<file path="config.mk">
export PLATFORM = sky130hd
export DESIGN_NAME = dt_frame_receiver
export DESIGN_NICKNAME = d
export VERILOG_FILES = /design/src/rtl/dt_frame_receiver.sv
export SDC_FILE = /design/constraint.sdc
export NUM_CORES = 2
export LEC_CHECK = 0
export CAP_MARGIN = 40
export CORE_MARGIN = 2
export CORE_UTILIZATION = 40
export DETAILED_ROUTE_END_ITERATION = 7
export GPL_ROUTABILITY_DRIVEN = 0
export PLACE_DENSITY = 0.59
export SLEW_MARGIN = 20
export SYNTH_ARGS = -nofsm -noshare
export SYNTH_HDL_FRONTEND = slang
export SYNTH_SLANG_ARGS = --single-unit
</file>
<file path="constraint.sdc">
create_clock -name clk50 -period 51.8 [get_ports clk50]
set_input_delay 10.36 -clock clk50 [delete_from_list [all_inputs] [get_ports clk50]]
set_output_delay 10.36 -clock clk50 [all_outputs]
set_load 0.05 [all_outputs]
</file>
<file path="src/rtl/dt_frame_receiver.sv">
// dt_frame_receiver: recovers the async DT TDM stream (f0/c4/data) into a parallel frame; optional rx_overrun via DT_RX_OVERRUN_EN
`timescale 1ns/1ps
module dt_frame_receiver #(
    parameter int FRAME_BITS  = 384,
    parameter int C4_PER_BIT  = 2,
    parameter int SYNC_STAGES = 2
) (
    input  logic                  clk50,
    input  logic                  reset_in_rg,
    input  logic                  f0,
    input  logic                  c4,
    input  logic                  data_from_dt,
    input  logic                  int_ack,
    output logic [FRAME_BITS-1:0] frame_data,
    output logic [7:0]            frame_count,
    output logic                  cpu_int,
`ifdef DT_RX_OVERRUN_EN
    output logic                  rx_overrun,
`endif
    output logic                  sync_err
);
    localparam int CW = $clog2(FRAME_BITS + 1);
    localparam int PW = (C4_PER_BIT > 1) ? $clog2(C4_PER_BIT) : 1;
    typedef enum logic {HUNT, RECV} state_t;
    state_t                state, state_n;
    logic [SYNC_STAGES-1:0] f0_sy, c4_sy, d_sy;
    logic                  c4_prev, f0_s, d_s, c4_rise, done, short_f;
    logic [CW-1:0]         bit_cnt, bit_cnt_n;
    logic [PW-1:0]         phase, phase_n;
    logic [FRAME_BITS-1:0] shreg, shreg_n;
    assign f0_s    = f0_sy[SYNC_STAGES-1];
    assign d_s     = d_sy[SYNC_STAGES-1];
    assign c4_rise = c4_sy[SYNC_STAGES-1] & ~c4_prev;
    // f0 low restarts the frame; it only counts as an error once bits have been taken
    always_comb begin
        state_n   = state;
        bit_cnt_n = bit_cnt;
        phase_n   = phase;
        shreg_n   = shreg;
        done      = 1'b0;
        short_f   = 1'b0;
        if (c4_rise) begin
            if (!f0_s) begin
                state_n   = RECV;
                short_f   = (state == RECV) && (bit_cnt != '0);
                bit_cnt_n = '0;
                phase_n   = '0;
            end else if (state == RECV) begin
                if (phase == PW'(C4_PER_BIT - 1)) begin
                    shreg_n   = {shreg[FRAME_BITS-2:0], d_s};
                    phase_n   = '0;
                    done      = (bit_cnt == CW'(FRAME_BITS - 1));
                    bit_cnt_n = done ? '0 : bit_cnt + 1'b1;
                    state_n   = done ? HUNT : RECV;
                end else begin
                    phase_n = phase + 1'b1;
                end
            end
        end
    end
    always_ff @(posedge clk50 or posedge reset_in_rg) begin
        if (reset_in_rg) begin
            f0_sy       <= '0;
            c4_sy       <= '0;
            d_sy        <= '0;
            c4_prev     <= 1'b0;
            state       <= HUNT;
            bit_cnt     <= '0;
            phase       <= '0;
            shreg       <= '0;
            frame_data  <= '0;
            frame_count <= '0;
            cpu_int     <= 1'b0;
            sync_err    <= 1'b0;
`ifdef DT_RX_OVERRUN_EN
            rx_overrun  <= 1'b0;
`endif
        end else begin
            f0_sy       <= {f0_sy[SYNC_STAGES-2:0], f0};
            c4_sy       <= {c4_sy[SYNC_STAGES-2:0], c4};
            d_sy        <= {d_sy[SYNC_STAGES-2:0], data_from_dt};
            c4_prev     <= c4_sy[SYNC_STAGES-1];
            state       <= state_n;
            bit_cnt     <= bit_cnt_n;
            phase       <= phase_n;
            shreg       <= shreg_n;
            frame_data  <= done ? shreg_n : frame_data;
            frame_count <= frame_count + {7'd0, done};
            cpu_int     <= done | (cpu_int & ~int_ack);
            sync_err    <= short_f | (sync_err & ~int_ack);
`ifdef DT_RX_OVERRUN_EN
            rx_overrun  <= (done & cpu_int) | (rx_overrun & ~int_ack);
`endif
        end
    end
endmodule

</file>
# Yosys cells after proc, flatten, opt, wreduce, memory -nomap -nowiden

Index checks and enable logic that the tools add are counted.
Widths: inputs -> output; s select.

Flip-flop bits (word level): 796
Input port bits: 6
Output and inout port bits: 394
Logic and storage cells: 50

Add/subtract/negate cells: 3
Eq/ne operators: 3
Multiplexer cells: 21
Bitwise logic cells: 7
Reduce and logical (&&, ||, !) cells: 4

Operators with widths:

| cell                | count |
|---|---|
| $mux 384            | 4 |
| $mux 9              | 4 |
| $mux 1              | 13 |
| $add 9x1->9 const B | 1 |
| $eq 9x9->1 const B  | 1 |
| $reduce_bool 9->1   | 1 |
| $add 8x1->8         | 1 |
| $and 1x1->1         | 3 |
| $reduce_and 3->1    | 1 |
| $ne 2x1->1 const B  | 1 |
| $ne 2x2->1 const B  | 1 |
| $not 1->1           | 2 |
| $or 1x1->1          | 2 |
| $reduce_and 2->1    | 1 |
| $add 1x1->1 const B | 1 |
| $logic_and 1x1->1   | 1 |

# Depth between registers and ports, before layout

Depth in word-level cells: 6
Depth in mapped cells: 10
Depth with buffers taken out: 8

# Worst setup path before layout

OpenSTA, ideal clock, no wires.

Kind: register -> output
From: reg frame_count[2]
To: out frame_count[2]
Arrival time: 0.650 ns
Required time: 41.440 ns
Setup slack: 40.790 ns
Cell stages (with the launch flop): 1
Buffers on the path: 0
Cells stage by stage: dfrtp_1

RTL lines:

| item                     | line | text |
|---|---|---|
| start: declaration       | 15   | `output logic [7:0] frame_count,` |
| start signal: assignment | 88   | `frame_count <= frame_count + {7'd0, done};` |

No word-level cell between the ends.

==> results.py <==
metrics = {
    "critical_path": {
        "worstReg2RegEnd": "frame_data[180]",
        "rrSetupSlack_ps": 47950,
        "reg2reg_depth": 9,
        "cpPeakStageDelay_ps": 490,
        "crit_family": "buffers and inverters",
        "cp-start-kind": "input pin",
        "crit_top_cell": "buf_16",
        "crit_path_end_kind": "asynchronous set/reset pin",
        "cp_max_fo": 73,
        "crit_buf_inv": 7,
        "critPathKind": "in2async",
        "critPathArrivalTime_ps": 13060,
        "cp.required_ps": 52600,
        "crit_chain": "clkdlybuf4s50_1, inv_8, buf_16, buf_4, buf_16, buf_4, buf_16",
        "slowest_stage": "clkdlybuf4s50_1",
        "timing.rr.start": "bit_cnt[0]",
    },
    "timing": {
        "finalSetupTns_ps": 0,
        "clock_skew_ps": 20.6,
        "min_period_ps": 12260,
        "rsz0062_at_grt": "false",
        "slew_headroom_pct": 24.0,
        "fmaxAchievable_mhz": 81.6,
        "period_share_pct": 23.7,
        "hold_viol_final": 0,
        "drv_slew": 0,
        "final-setup-viol-count": 0,
        "worst-slew-pin-transition_ps": 1140,
    },
    "min_path": {
        "hold_end": "f0_sy[1]",
        "holdPathStages": 0,
        "hold_path_startpoint": "f0_sy[0]",
        "hold_path_class": "reg2reg",
    },
    "routing": {
        "post_drt_wl_per_cell_um": 16.9,
        "drt_iter0_drc": 1207,
        "ant_nets": 0,
        "via_count": 18800,
        "via_per_inst": 4.74,
        "drc": 0,
        "dr.pass1.iters": 5,
        "drt-total-wl_mm": 66.9,
    },
    "grt": {
        "grt_usage_pct": 17.6,
        "grt_overflow_total": 0,
        "grt_pass1_wl_mm": 110,
        "grt_max_degree": 235,
        "antenna_found_initial": 2,
        "grt_pass1_vias": 19500,
    },
    "die": {
        "rows": 99,
        "fp.dieW_um": 276,
        "die_area_sq_um": 76300,
        "boundaryPins": 400,
        "start_util_pct": 40.5,
        "core_sq_um": 73200,
        "die_h_um": 276,
    },
    "power": {
        "irDropWorstVdd_uv": 18.8,
        "p_leak_nw": 19.9,
        "p_per_area_nw_per_um2": 34.1,
    },
    "yosys": {
        "ys_warn_count": 0,
        "async_flop_share_pct": 100,
        "netlist_top_cells_area": "dfrtp_1 67%, nand2_1 15%, mux2_2 12%",
        "synth.most_common_cell": "nand2_1",
        "synth.top_cell.area_share_pct": 67.1,
        "syn_nets": 2554,
        "synthCells": 2544,
        "syn_area_sq_um": 29600,
        "synth_ff_type": "dfrtp_1",
        "syn_avg_cell_area_sq_um": 11.6,
        "ys_seq_area_share_pct": 67.1,
        "synth_edf_count": 0,
        "yosysUniqueCellTypes": 34,
        "synth_common_cells": "1156 x nand2_1, 795 x dfrtp_1, 315 x mux2_2",
        "ys_ff_latch": 795,
        "yosys.area.top_type": "dfrtp_1",
    },
    "clock_network": {
        "clockBufferDepth": 3,
        "post_cts_buffers": 0,
        "clkTransAtPathRegs_ps": 60,
        "cts.sinks": 795,
        "clk_latency_ps": 630,
        "cts_tree": "built",
        "cts_resized": 0,
        "postCtsHoldBufs": 0,
        "root_buffer": "clkbuf_16",
        "htreeDepth": 3,
        "cts_buffers": 86,
    },
    "outcome": {
        "status": "completed",
    },
    "flow_run": {
        "maxCapViolCount": 0,
    },
    "final_layout": {
        "n_fill_cell": 6288,
        "post-route-util_pct": 51.7,
        "nets": 2943,
        "antenna-diode-count": 0,
        "drive_above_1_share_pct": 16.7,
        "area_growth_pct": 27.6,
    },
    "placed_design": {
        "dpl.hpwl_mm": 41.6,
        "numPortBuffers": 399,
    },
}
## cell type report
type | instances | area, sq um | area share (%)
Clock buffer | 122 | 2560 | 6.77
Timing Repair Buffer | 431 | 4520 | 12.0
Clock inverter | 38 | 454 | 1.20
Tap cell | 959 | 1200 | 3.17
Inverter | 9 | 41.3 | 0.109
Multi-Input combinational cell | 1610 | 9140 | 24.2
Sequential cell | 795 | 19900 | 52.6
## state kept, by name (all words and copies together) (netlist names)
register / flops
frame_data: 384
phase: 1
d_sy: 2
frame_count: 8
state: 1
cpu_int: 1
c4_sy: 2
sync_err: 1
f0_sy: 2
bit_cnt: 9
shreg: 383
c4_prev: 1
## metrics by stage
stage / area (sq um) / std cells / power, W / setup slack [ps] / hold slack, ps
2_1_floorplan: 29600 / 2544 / 0.000653 / 19120 / 331
3_3_place_gp: 34500 / 3791 / 0.000659 / 38330 / 338
3_5_place_dp: 34700 / 3801 / 0.000662 / 38740 / 338
4_1_cts: 37700 / 3961 / 0.00131 / 39430 / 352
5_1_grt: 37800 / 3964 / 0.00134 / 39210 / 361
6_report: 37800 / 3964 / 0.00129 / 39540 / 351
## layer usage
metal	track usage (%)	wire, um
met1	22.9	28800
met2	28.6	32400
met5	0	12
met4	5.66	1580
met3	5.03	4180
## worst max-delay path by stage
stage	startpoint	to	slack, ps	depth (start not counted)
final	reset_in_rg	frame_data[40]	39540	7
after global routing	reset_in_rg	shreg[31]	39210	7
after CTS	reset_in_rg	shreg[277]	39430	5
after detailed placement	reset_in_rg	frame_data[280]	38740	5
after global placement	reset_in_rg	frame_data[31]	38330	4
after floorplan	reset_in_rg	bit_cnt[0]	19120	1
## power by group
group          switching (W)  total [W]  internal, W
registers         0.00000137   0.000624     0.000623
logic              0.0000215  0.0000260   0.00000450
clock network       0.000253   0.000639     0.000387
## placed cells by master (no fill, tap or decap), drive strengths merged, types with 2 or more instances in the layout
master | netlist | routed
dfrtp | 795 | 795
ha | 4 | 4
clkbuf | 68 | 122
mux2 | 384 | 384
nand4 | 4 | 4
inv | 9 | 13
nand2 | 1156 | 1156
xnor2 | 5 | 5
a21oi | 4 | 4
clkdlybuf4s50 | 0 | 399
nor2 | 4 | 4
o21ai | 10 | 10
buf | 62 | 32
nor4 | 2 | 2
nor2b | 2 | 2
and3 | 3 | 3
nor3 | 4 | 4
clkinv | 0 | 26
a21o | 3 | 3
bufinv | 0 | 8
a31oi | 3 | 3
nand2b | 2 | 2
or3 | 2 | 2
nand3 | 11 | 11
## logic make-up after synthesis
group | after synthesis | synth area share, %
compound gates | 24 | 0.498
xor+xnor | 6 | 0.177
fa+ha+maj | 4 | 0.169
buf+inv | 139 | 2.05
flops | 795 | 67.1
mux | 384 | 14.6
simple gates | 1192 | 15.4
Note: power is estimated with default switching activity, not from simulation.
